`src/rtl/sd_spi_pkg.sv`:
```
// Shared constants, state type and frame helpers for the SD SPI-mode command path.
package sd_spi_pkg;

    localparam logic [6:0] CRC7_POLY    = 7'h09;
    localparam logic       START_BIT    = 1'b0;
    localparam logic       TX_BIT       = 1'b1;
    localparam logic       END_BIT      = 1'b1;
    localparam logic [7:0] FILL_DEFAULT = 8'hFF;
    localparam int         HDR_W        = 40;
    localparam int         FRAME_LEN    = 6;

    typedef enum logic [2:0] {
        IDLE,
        CRC,
        SEND,
        POLL,
        DONE
    } seq_state_t;

    // Byte k of the 6-byte command frame; the last byte carries CRC7 and the end bit.
    function automatic logic [7:0] frame_byte(
        input logic [HDR_W-1:0] hdr,
        input logic [6:0]       crc,
        input logic [2:0]       k
    );
        logic [7:0] b;
        case (k)
            3'd0:    b = hdr[39:32];
            3'd1:    b = hdr[31:24];
            3'd2:    b = hdr[23:16];
            3'd3:    b = hdr[15:8];
            3'd4:    b = hdr[7:0];
            default: b = {crc, END_BIT};
        endcase
        return b;
    endfunction

endpackage

```
`src/rtl/crc7_serial.sv`:
```
// Bit-serial CRC7 (x^7 + x^3 + 1), MSB first, zero initial value, no final XOR.
module crc7_serial
    import sd_spi_pkg::*;
(
    input  logic       clk,
    input  logic       rst,
    input  logic       clr,
    input  logic       en,
    input  logic       bit_in,
    output logic [6:0] crc
);

    logic [6:0] r_crc;
    logic       w_fb;
    logic [6:0] w_crc_next;

    assign w_fb       = bit_in ^ r_crc[6];
    assign w_crc_next = {r_crc[5:0], 1'b0} ^ (w_fb ? CRC7_POLY : 7'h00);

    always_ff @(posedge clk or posedge rst) begin
        if (rst) begin
            r_crc <= 7'h00;
        end else if (clr) begin
            r_crc <= 7'h00;
        end else if (en) begin
            r_crc <= w_crc_next;
        end
    end

    assign crc = r_crc;

endmodule

```
`src/rtl/sd_cmd_sequencer.sv`:
```
// Runs one SD SPI-mode command: CRC7 over the header, 6-byte frame out,
// then fill-byte polling until an R1 byte (bit 7 clear) or NCR_MAX polls.
module sd_cmd_sequencer
    import sd_spi_pkg::*;
#(
    parameter int unsigned NCR_MAX = 8,
    parameter logic [7:0]  FILL    = FILL_DEFAULT
) (
    input  logic        clk,
    input  logic        rst,
    input  logic        cmd_valid,
    output logic        cmd_ready,
    input  logic [5:0]  cmd_index,
    input  logic [31:0] cmd_arg,
    output logic [7:0]  tx_data,
    output logic        tx_valid,
    input  logic        tx_ready,
    input  logic [7:0]  rx_data,
    input  logic        rx_valid,
    output logic        busy,
    output logic        resp_valid,
    output logic [7:0]  resp,
    output logic        resp_timeout
);

    localparam logic [5:0] CNT_LAST  = 6'(HDR_W - 1);
    localparam logic [2:0] BYTE_LAST = 3'(FRAME_LEN - 1);
    localparam logic [7:0] NCR_LAST  = 8'(NCR_MAX);

    seq_state_t         r_state;
    logic [HDR_W-1:0]   r_hdr;
    logic [5:0]         r_cnt;
    logic [2:0]         r_byte;
    logic [7:0]         r_poll;
    logic               r_wait;
    logic [7:0]         r_tx_data;
    logic               r_tx_valid;
    logic               r_resp_valid;
    logic [7:0]         r_resp;
    logic               r_resp_timeout;
    logic               r_busy;
    logic               r_cmd_ready;

    logic               w_accept;
    logic               w_crc_en;
    logic [6:0]         w_crc;
    logic [HDR_W-1:0]   w_rot;

    assign w_accept = cmd_valid && r_cmd_ready;
    assign w_crc_en = (r_state == CRC);

    // Rotating rather than shifting leaves the header intact after 40 steps,
    // so the same register feeds the CRC and the outgoing frame bytes.
    assign w_rot = {r_hdr[HDR_W-2:0], r_hdr[HDR_W-1]};

    crc7_serial u_crc7 (
        .clk    (clk),
        .rst    (rst),
        .clr    (w_accept),
        .en     (w_crc_en),
        .bit_in (r_hdr[HDR_W-1]),
        .crc    (w_crc)
    );

    always_ff @(posedge clk or posedge rst) begin
        if (rst) begin
            r_state        <= IDLE;
            r_hdr          <= '0;
            r_cnt          <= '0;
            r_byte         <= '0;
            r_poll         <= '0;
            r_wait         <= 1'b0;
            r_tx_data      <= 8'h00;
            r_tx_valid     <= 1'b0;
            r_resp_valid   <= 1'b0;
            r_resp         <= 8'hFF;
            r_resp_timeout <= 1'b0;
            r_busy         <= 1'b0;
            r_cmd_ready    <= 1'b1;
        end else begin
            r_resp_valid <= 1'b0;
            case (r_state)
                IDLE: begin
                    if (w_accept) begin
                        r_hdr       <= {START_BIT, TX_BIT, cmd_index, cmd_arg};
                        r_cnt       <= '0;
                        r_byte      <= '0;
                        r_poll      <= '0;
                        r_wait      <= 1'b0;
                        r_busy      <= 1'b1;
                        r_cmd_ready <= 1'b0;
                        r_state     <= CRC;
                    end
                end

                CRC: begin
                    r_hdr <= w_rot;
                    r_cnt <= r_cnt + 6'd1;
                    if (r_cnt == CNT_LAST) begin
                        r_byte     <= '0;
                        r_wait     <= 1'b0;
                        r_tx_data  <= w_rot[HDR_W-1 -: 8];
                        r_tx_valid <= 1'b1;
                        r_state    <= SEND;
                    end
                end

                SEND: begin
                    if (!r_wait) begin
                        if (tx_ready) begin
                            r_tx_valid <= 1'b0;
                            r_wait     <= 1'b1;
                        end
                    end else if (rx_valid) begin
                        r_wait     <= 1'b0;
                        r_tx_valid <= 1'b1;
                        if (r_byte == BYTE_LAST) begin
                            r_poll    <= 8'd1;
                            r_tx_data <= FILL;
                            r_state   <= POLL;
                        end else begin
                            r_byte    <= r_byte + 3'd1;
                            r_tx_data <= frame_byte(r_hdr, w_crc, r_byte + 3'd1);
                        end
                    end
                end

                POLL: begin
                    if (!r_wait) begin
                        if (tx_ready) begin
                            r_tx_valid <= 1'b0;
                            r_wait     <= 1'b1;
                        end
                    end else if (rx_valid) begin
                        r_wait <= 1'b0;
                        if (!rx_data[7]) begin
                            r_resp         <= rx_data;
                            r_resp_timeout <= 1'b0;
                            r_resp_valid   <= 1'b1;
                            r_state        <= DONE;
                        end else if (r_poll == NCR_LAST) begin
                            r_resp         <= 8'hFF;
                            r_resp_timeout <= 1'b1;
                            r_resp_valid   <= 1'b1;
                            r_state        <= DONE;
                        end else begin
                            r_poll     <= r_poll + 8'd1;
                            r_tx_valid <= 1'b1;
                        end
                    end
                end

                DONE: begin
                    r_busy      <= 1'b0;
                    r_cmd_ready <= 1'b1;
                    r_state     <= IDLE;
                end

                default: begin
                    r_tx_valid  <= 1'b0;
                    r_busy      <= 1'b0;
                    r_cmd_ready <= 1'b1;
                    r_state     <= IDLE;
                end
            endcase
        end
    end

    assign cmd_ready    = r_cmd_ready;
    assign tx_data      = r_tx_data;
    assign tx_valid     = r_tx_valid;
    assign busy         = r_busy;
    assign resp_valid   = r_resp_valid;
    assign resp         = r_resp;
    assign resp_timeout = r_resp_timeout;

endmodule

```
`config.mk`:
```
export PLATFORM = sky130hd
export DESIGN_NAME = sd_cmd_sequencer
export DESIGN_NICKNAME = d
export VERILOG_FILES = /design/src/rtl/sd_spi_pkg.sv /design/src/rtl/crc7_serial.sv /design/src/rtl/sd_cmd_sequencer.sv
export SDC_FILE = /design/constraint.sdc
export NUM_CORES = 1
export LEC_CHECK = 0
export CAP_MARGIN = 20
export CORE_MARGIN = 2
export CORE_UTILIZATION = 51
export DETAILED_ROUTE_END_ITERATION = 8
export PLACE_DENSITY = 0.83
export SYNTH_ARGS = -nofsm -noshare
export SYNTH_HDL_FRONTEND = slang
export SYNTH_SLANG_ARGS = --single-unit
```
`constraint.sdc`:
```
create_clock -name clk -period 2.95 [get_ports clk]
set_input_delay 0.295 -clock clk [delete_from_list [all_inputs] [get_ports clk]]
set_output_delay 0.295 -clock clk [all_outputs]
set_load 0.05 [all_outputs]
```
# == Word-level counts from Yosys, hierarchy flattened ==
# Cells that the tools add are included.
# totals
ramBits,0
memories,0
latchBits,0
ff_bits,89
rom_bits,0
# classes
reduce_logical,21
div_mod_pow,0
add_sub_neg,3
mux,65
shift,0
n_mul,0
order_cmp,0
bitwise_logic,4
n_eq_ne,27
# op_table
op,n
$mux W8,14
$pmux W40 S2,1
$mux W3,14
$mux W40,1
$pmux W8 S5,1
$pmux W8 S3,1
$mux W1,21
$ne A2 B2 Y1 const B,9
$pmux W8 S2,1
$ne A3 B3 Y1 const B,5
$mux W7,2
$eq A3 B2 Y1 const B,4
$pmux W3 S4,1
$pmux W6 S2,1
$reduce_and A6 Y1,2
$eq A3 B3 Y1 const B,3
$pmux W3 S3,1
$reduce_and A9 Y1,1
$reduce_bool A3 Y1,3
$add A8 B1 Y8 const B,1
$eq A8 B4 Y1 const B,1
$reduce_and A4 Y1,2
$reduce_and A8 Y1,1
$xor A7 B7 Y7,1
other kinds (19),28

# == Logic depth before layout (Yosys ltp) ==
# depth
depth_word,7
ltp_mapped,8

# == Modules after synthesis ==
# From an unflattened synthesis, not the netlist that was laid out.
# hier_totals
cells_unflattened,489
area_unflattened_um2,4608.2
# modules_own_cells
mod,cells_each,instances,area_per_inst_um2,seq_area_each_um2
sd_cmd_sequencer,460,1,4296.6,2063.2
crc7_serial,29,1,311.5,175.2

# == Worst setup path before layout ==
# Ideal clock, no wire load.
# synth_path
kind,reg-to-reg
startpoint,register r_byte[0]
endpoint,"register r_tx_data[7], in the netlist tx_data[7]"
stages_incl_launch_ff,6
period_less_slack_ns,1.985
setup_time_ns,0.145
t_required_ns,2.805
setup_slack_ns,0.965
t_arrival_ns,1.841
cell_sequence,dfrtp_1 > ha_1 > xor2_1 > mux2_2 > a221oi_1 > o32ai_1
# synth_via
elab_chain_cells,7
word_cells_on_any_way,12
classes_between,1 x add/sub; 5 x eq/ne; 5 x mux; 1 x reduce/logical
# synth_rtl
element,line_no,rtl
start: declaration,sd_cmd_sequencer.sv:33,logic [2:0] r_byte;
start signal: assignment,sd_cmd_sequencer.sv:122,r_byte <= r_byte + 3'd1;
$add A3 B1 Y3,sd_cmd_sequencer.sv:123,"r_tx_data <= frame_byte(r_hdr, w_crc, r_byte + 3'd1);"
"$eq A3 B3 Y1, or another cell as far along",sd_spi_pkg.sv:27,case (k)
$pmux W8 S5,sd_spi_pkg.sv:27,
$mux W8 *,sd_cmd_sequencer.sv:117,if (r_byte == BYTE_LAST) begin
$mux W8 *,sd_cmd_sequencer.sv:114,end else if (rx_valid) begin
$mux W8 *,sd_cmd_sequencer.sv:109,if (!r_wait) begin
$pmux W8 S2 *,sd_cmd_sequencer.sv:82,case (r_state)
end signal: assignment,sd_cmd_sequencer.sv:102,r_tx_data <= w_rot[HDR_W-1 -: 8];
end signal: assignment,sd_cmd_sequencer.sv:123,
end: declaration,sd_cmd_sequencer.sv:36,logic [7:0] r_tx_data;
# Mark *: on every way between the ends. The rest lies on a longest branch, timed or not. The select of a mux whose other input is x is not followed.
# A chain may end at the register's enable or synchronous reset.

# == Worst setup path in the final report ==
# layout_path
startpoint,register r_byte[1]
endpoint,register r_poll[7]
# layout_via
elab_chain_cells,3
# layout_rtl
element,line_no,rtl
$eq A3 B3 Y1,sd_cmd_sequencer.sv:117,
$ne A2 B2 Y1 (no source line),n/a,
$reduce_and A9 Y1 (no source line),n/a,
end signal: assignment,sd_cmd_sequencer.sv:147,r_poll <= r_poll + 8'd1;
end: declaration,sd_cmd_sequencer.sv:34,logic [7:0] r_poll;
# Every way passes these cells.

==> results.txt <==
----------------------------------------------------
[STA]
  RSZ-0062 raised after global routing ... no
  Smallest hold slack ... approximately 0.31 ns
  Worst setup skew after layout ... ~0.010 ns
  Worst setup margin ... roughly 0.37 ns
  Peak clock frequency supported by timing ... slightly below 400 MHz
  Total negative setup slack ... 0 ns
  Slew of the pin with the lowest slew margin ... between 0.7 and 0.8 ns
  Relative max-transition margin ... 50.8%
  Count of final hold-check violations ... 0
  Final Cycle Share ... slightly below 90%
  Final slew viol count ... 0
  Post-route minimum period ... between 2 and 3 ns
  Final count of negative-setup-slack endpoints ... 0

[Synthesis]
  Synthesized netlist net count ... about 540
  Adder and majority cell fraction of the synthesized area ... under 10%
  Number of library cell types mapped by synthesis ... between 50 and 60
  Number of instances in the synthesized netlist ... slightly below 500
  Synthesized area per cell ... about 9 um^2
  Combinational family with the most area after synthesis ... compound AO/OA/AOI/OAI gates
  Register bit total from synthesis ... a little under 90
  Count of warnings emitted by yosys ... 0
  Xor-xnor portion of the synthesized cell area ... less than 1%
  Dominant synthesized flop cell ... dfrtp_1
  Proportion of register bits with asynchronous set or reset after synthesis ... 100%
  Multiplexer share of the synthesized area ... 2.92%
  Simple-gate area share of the yosys netlist ... 19.0%
  Number of enable-type register cells in the synthesized netlist ... 0
  Share of the yosys chip area belonging to registers ... 50.3%
  Synth Cell Area ... between 4000 and 5000 um^2
  Compound-cell area share of the yosys netlist ... between 20% and 30%

[Route]
  Antenna viol nets, final ... 0
  Sum of routed wire length over all layers ... between 10000 and 15000 um
  Iteration-0 DRC count of the detailed router ... around 330
  Ratio of routed vias to standard cells ... a little over 6
  Via total after detailed routing ... 3977
  Total iterations of the first detailed-routing run ... 7
  Residual DRC ... 0
  Wire length per cell ... 16.9 um

[Cells and area]
  # nets final ... slightly above 600
  Area of the multi-input gates ... around 2000 um^2
  Utilization after layout ... a little under two thirds
  Fill cell instance count of the final layout ... 703
  Share of layout cells above drive strength 1 ... 10.0%
  Most common cell after layout, fill and taps aside ... nand2_1
  Area taken by flip-flops and latches ... roughly 2200 um^2
  Most used cells in the layout excluding fill and tap cells ... nand2_1, dfrtp_1, clkdlybuf4s50_1, a22oi_1, o21ai_0
  Area growth from synthesis to final layout ... 23.2%
  Post-route non-filler standard cell count ... 658
  ANT cells ... 0
  Post-Layout Inst Area ... 5480 um^2

[Global route]
  Maximum number of pins on one net before global-route repair ... 55
  Vias in the first global route ... between 3000 and 4000
  Antenna violations before repair ... 0
  Wire length of the first global-routing pass ... 18200 um
  Global routing usage summed across all routing layers ... 23.5%
  Overflow left after global routing ... 0

[Place]
  Number of I/O port buffers ... around 70
  Post-Place Setup Slack ... around 0.43 ns
  Area after detailed placement ... between 5000 and 6000 um^2
  Final weighted congestion in routability-driven placement ... between 0.8 and 0.9
  Half-perimeter wire length after placement ... ~7600 um
  Cell count after placement ... roughly 640

[Critical path]
  Chain of cells forming the critical path ... inv_1 -> ha_1 -> nand2_1 -> a221oi_2 -> nand3_2 -> or4_1 -> a21oi_1
  Delay of the slowest cell on the worst path ... a little under 0.6 ns
  Slack of the worst reg-to-reg path ... around 0.37 ns
  Launch point of the worst reg-to-reg path ... r_byte[1]
  Worst reg2reg path endpoint ... r_poll[7]
  Element type at the critical path start ... flip-flop
  Maximum fanout count along the critical path ... 17
  Required time worst endpoint ... roughly 3.2 ns
  R2R cell count ... 7
  Setup Crit Path Kind ... flip-flop to flip-flop
  CP endpoint kind ... flip-flop
  Crit path max-delay family ... simple AND/OR/NAND/NOR gates
  Buf+Inv Stages, Crit Path ... 1
  Data arrival time of the critical path ... roughly 2.9 ns
  Slowest-stage cell, CP ... or4_1

[Clock tree]
  TritonCTS clock tree ... done
  Bufs on Longest Clock Path ... 2
  Insertion delay to the later sink of the worst-skew pair ... roughly 0.37 ns
  CTS clk-pin slew, worst paths ... 0.09 ns
  Clock net sink count ... 89
  H-Tree Depth ... 3
  Post-CTS setup-driven buffer insertion count ... 0
  Number of buffers inserted during clock tree synthesis ... 9
  Hold-fix buffers, CTS ... 0
  PostCTS Resize Cnt ... 0
  Cell at the root of the clock tree ... clkbuf_8

[Floorplan]
  Width of the die ... a little under 100 um
  Number of rows in the core area ... 34
  Effective utilization at floorplan ... just over 50%
  Vert. Die Dim ... approximately 100 um
  Placeable core region ... between 8000 and 9000 um^2
  I/O Pins ... 72
  Die Area ... approximately 9500 um^2

[Hold path]
  Worst hold path class ... input port to asynchronous set/reset pin

[Power]
  Standby leakage power ... 2.44 nW
  Total power draw ... 6.05 mW
  Worst supply voltage drop on vdd ... a little under 0.0005 V
  Total power density per cell area ... 1100 nW/um^2

[Run]
  Total of max-cap violations ... 0

[Run status]
  Result of the run ... complete, no violations

----------------------------------------------------
[routing by layer]
layer / up-vias / GRT usage (%) / share of wire (%)
li1: 1846 / - / -
met1: 1962 / 31.5 / 42
met2: 151 / 38.8 / 50
met3: 18 / 4.68 / 6.1
met4: 0 / 7.05 / 1.8
met5: - / 0 / 0
[cell usage after synthesis, types with 2 or more instances]
cell / instances / area share [%]
a211oi_1: 2 / 0.34
a21oi_1: 24 / 2.7
a21oi_2: 2 / 0.39
a221oi_1: 8 / 1.6
a222oi_1: 6 / 1.3
a22o_1: 3 / 0.59
a22oi_1: 36 / 6.1
a31oi_1: 4 / 0.56
and2_1: 4 / 0.56
buf_1: 2 / 0.17
buf_2: 3 / 0.34
clkbuf_1: 23 / 1.9
dfrtp_1: 80 / 45
dfstp_2: 9 / 5.3
ha_1: 8 / 2.2
inv_1: 20 / 1.7
mux2_2: 8 / 2.0
mux2i_1: 4 / 0.90
nand2_1: 118 / 10
nand3_1: 11 / 1.2
nand3b_1: 5 / 0.84
nand4_1: 4 / 0.56
nand4bb_1: 2 / 0.51
nor2_1: 27 / 2.3
nor3_1: 5 / 0.56
o211ai_1: 2 / 0.34
o21a_1: 3 / 0.51
o21ai_0: 30 / 3.4
o32ai_1: 7 / 1.4
or3_1: 4 / 0.56
[worst max path at each step]
stage                     startpoint         to  slack, ns  depth (start not counted)
after floorplan                  rst       busy       0.36                          1
after global placement     r_byte[1]  r_poll[7]       0.50                          7
after detailed placement   r_byte[1]  r_poll[7]       0.43                          7
after CTS                  r_byte[1]  r_poll[7]       0.41                          7
after global routing       r_byte[1]  r_poll[7]       0.16                          7
final                      r_byte[1]  r_poll[7]       0.37                          7
[cells by family (layout without fill, tap and decap cells)]
logic type | Yosys count | after routing
fa+ha+maj | 8 | 8
simple gates | 190 | 190
buf+inv | 50 | 115
xor+xnor | 2 | 2
flops | 89 | 89
compound gates | 134 | 134
mux | 12 | 12
[power breakdown]
part | switching (mW) | internal [mW] | leakage, nW
sequential | 0.529 | 1.76 | 1.13
clock | 0.474 | 0.488 | 0.112
combinational | 1.76 | 1.04 | 1.20
total | 2.77 | 3.29 | 2.44
[layout make-up]
type                            instances  area share [%]
Clock buffer                            9            2.26
Inverter                               20            1.39
Tap cell                              108            2.46
Clock inverter                          7            1.85
Multi-Input combinational cell        346            36.9
Timing Repair Buffer                   79            14.3
Sequential cell                        89            40.8
[registers in the layout, indices dropped and copies added (netlist names)]
name / cells
r_byte: 3
r_cnt: 6
resp: 8
r_state: 3
cmd_ready: 1
busy: 1
r_wait: 1
resp_valid: 1
r_poll: 8
tx_valid: 1
tx_data: 8
u_crc7.crc: 7
resp_timeout: 1
r_hdr: 40
Note: power is estimated with default switching activity, not from simulation.
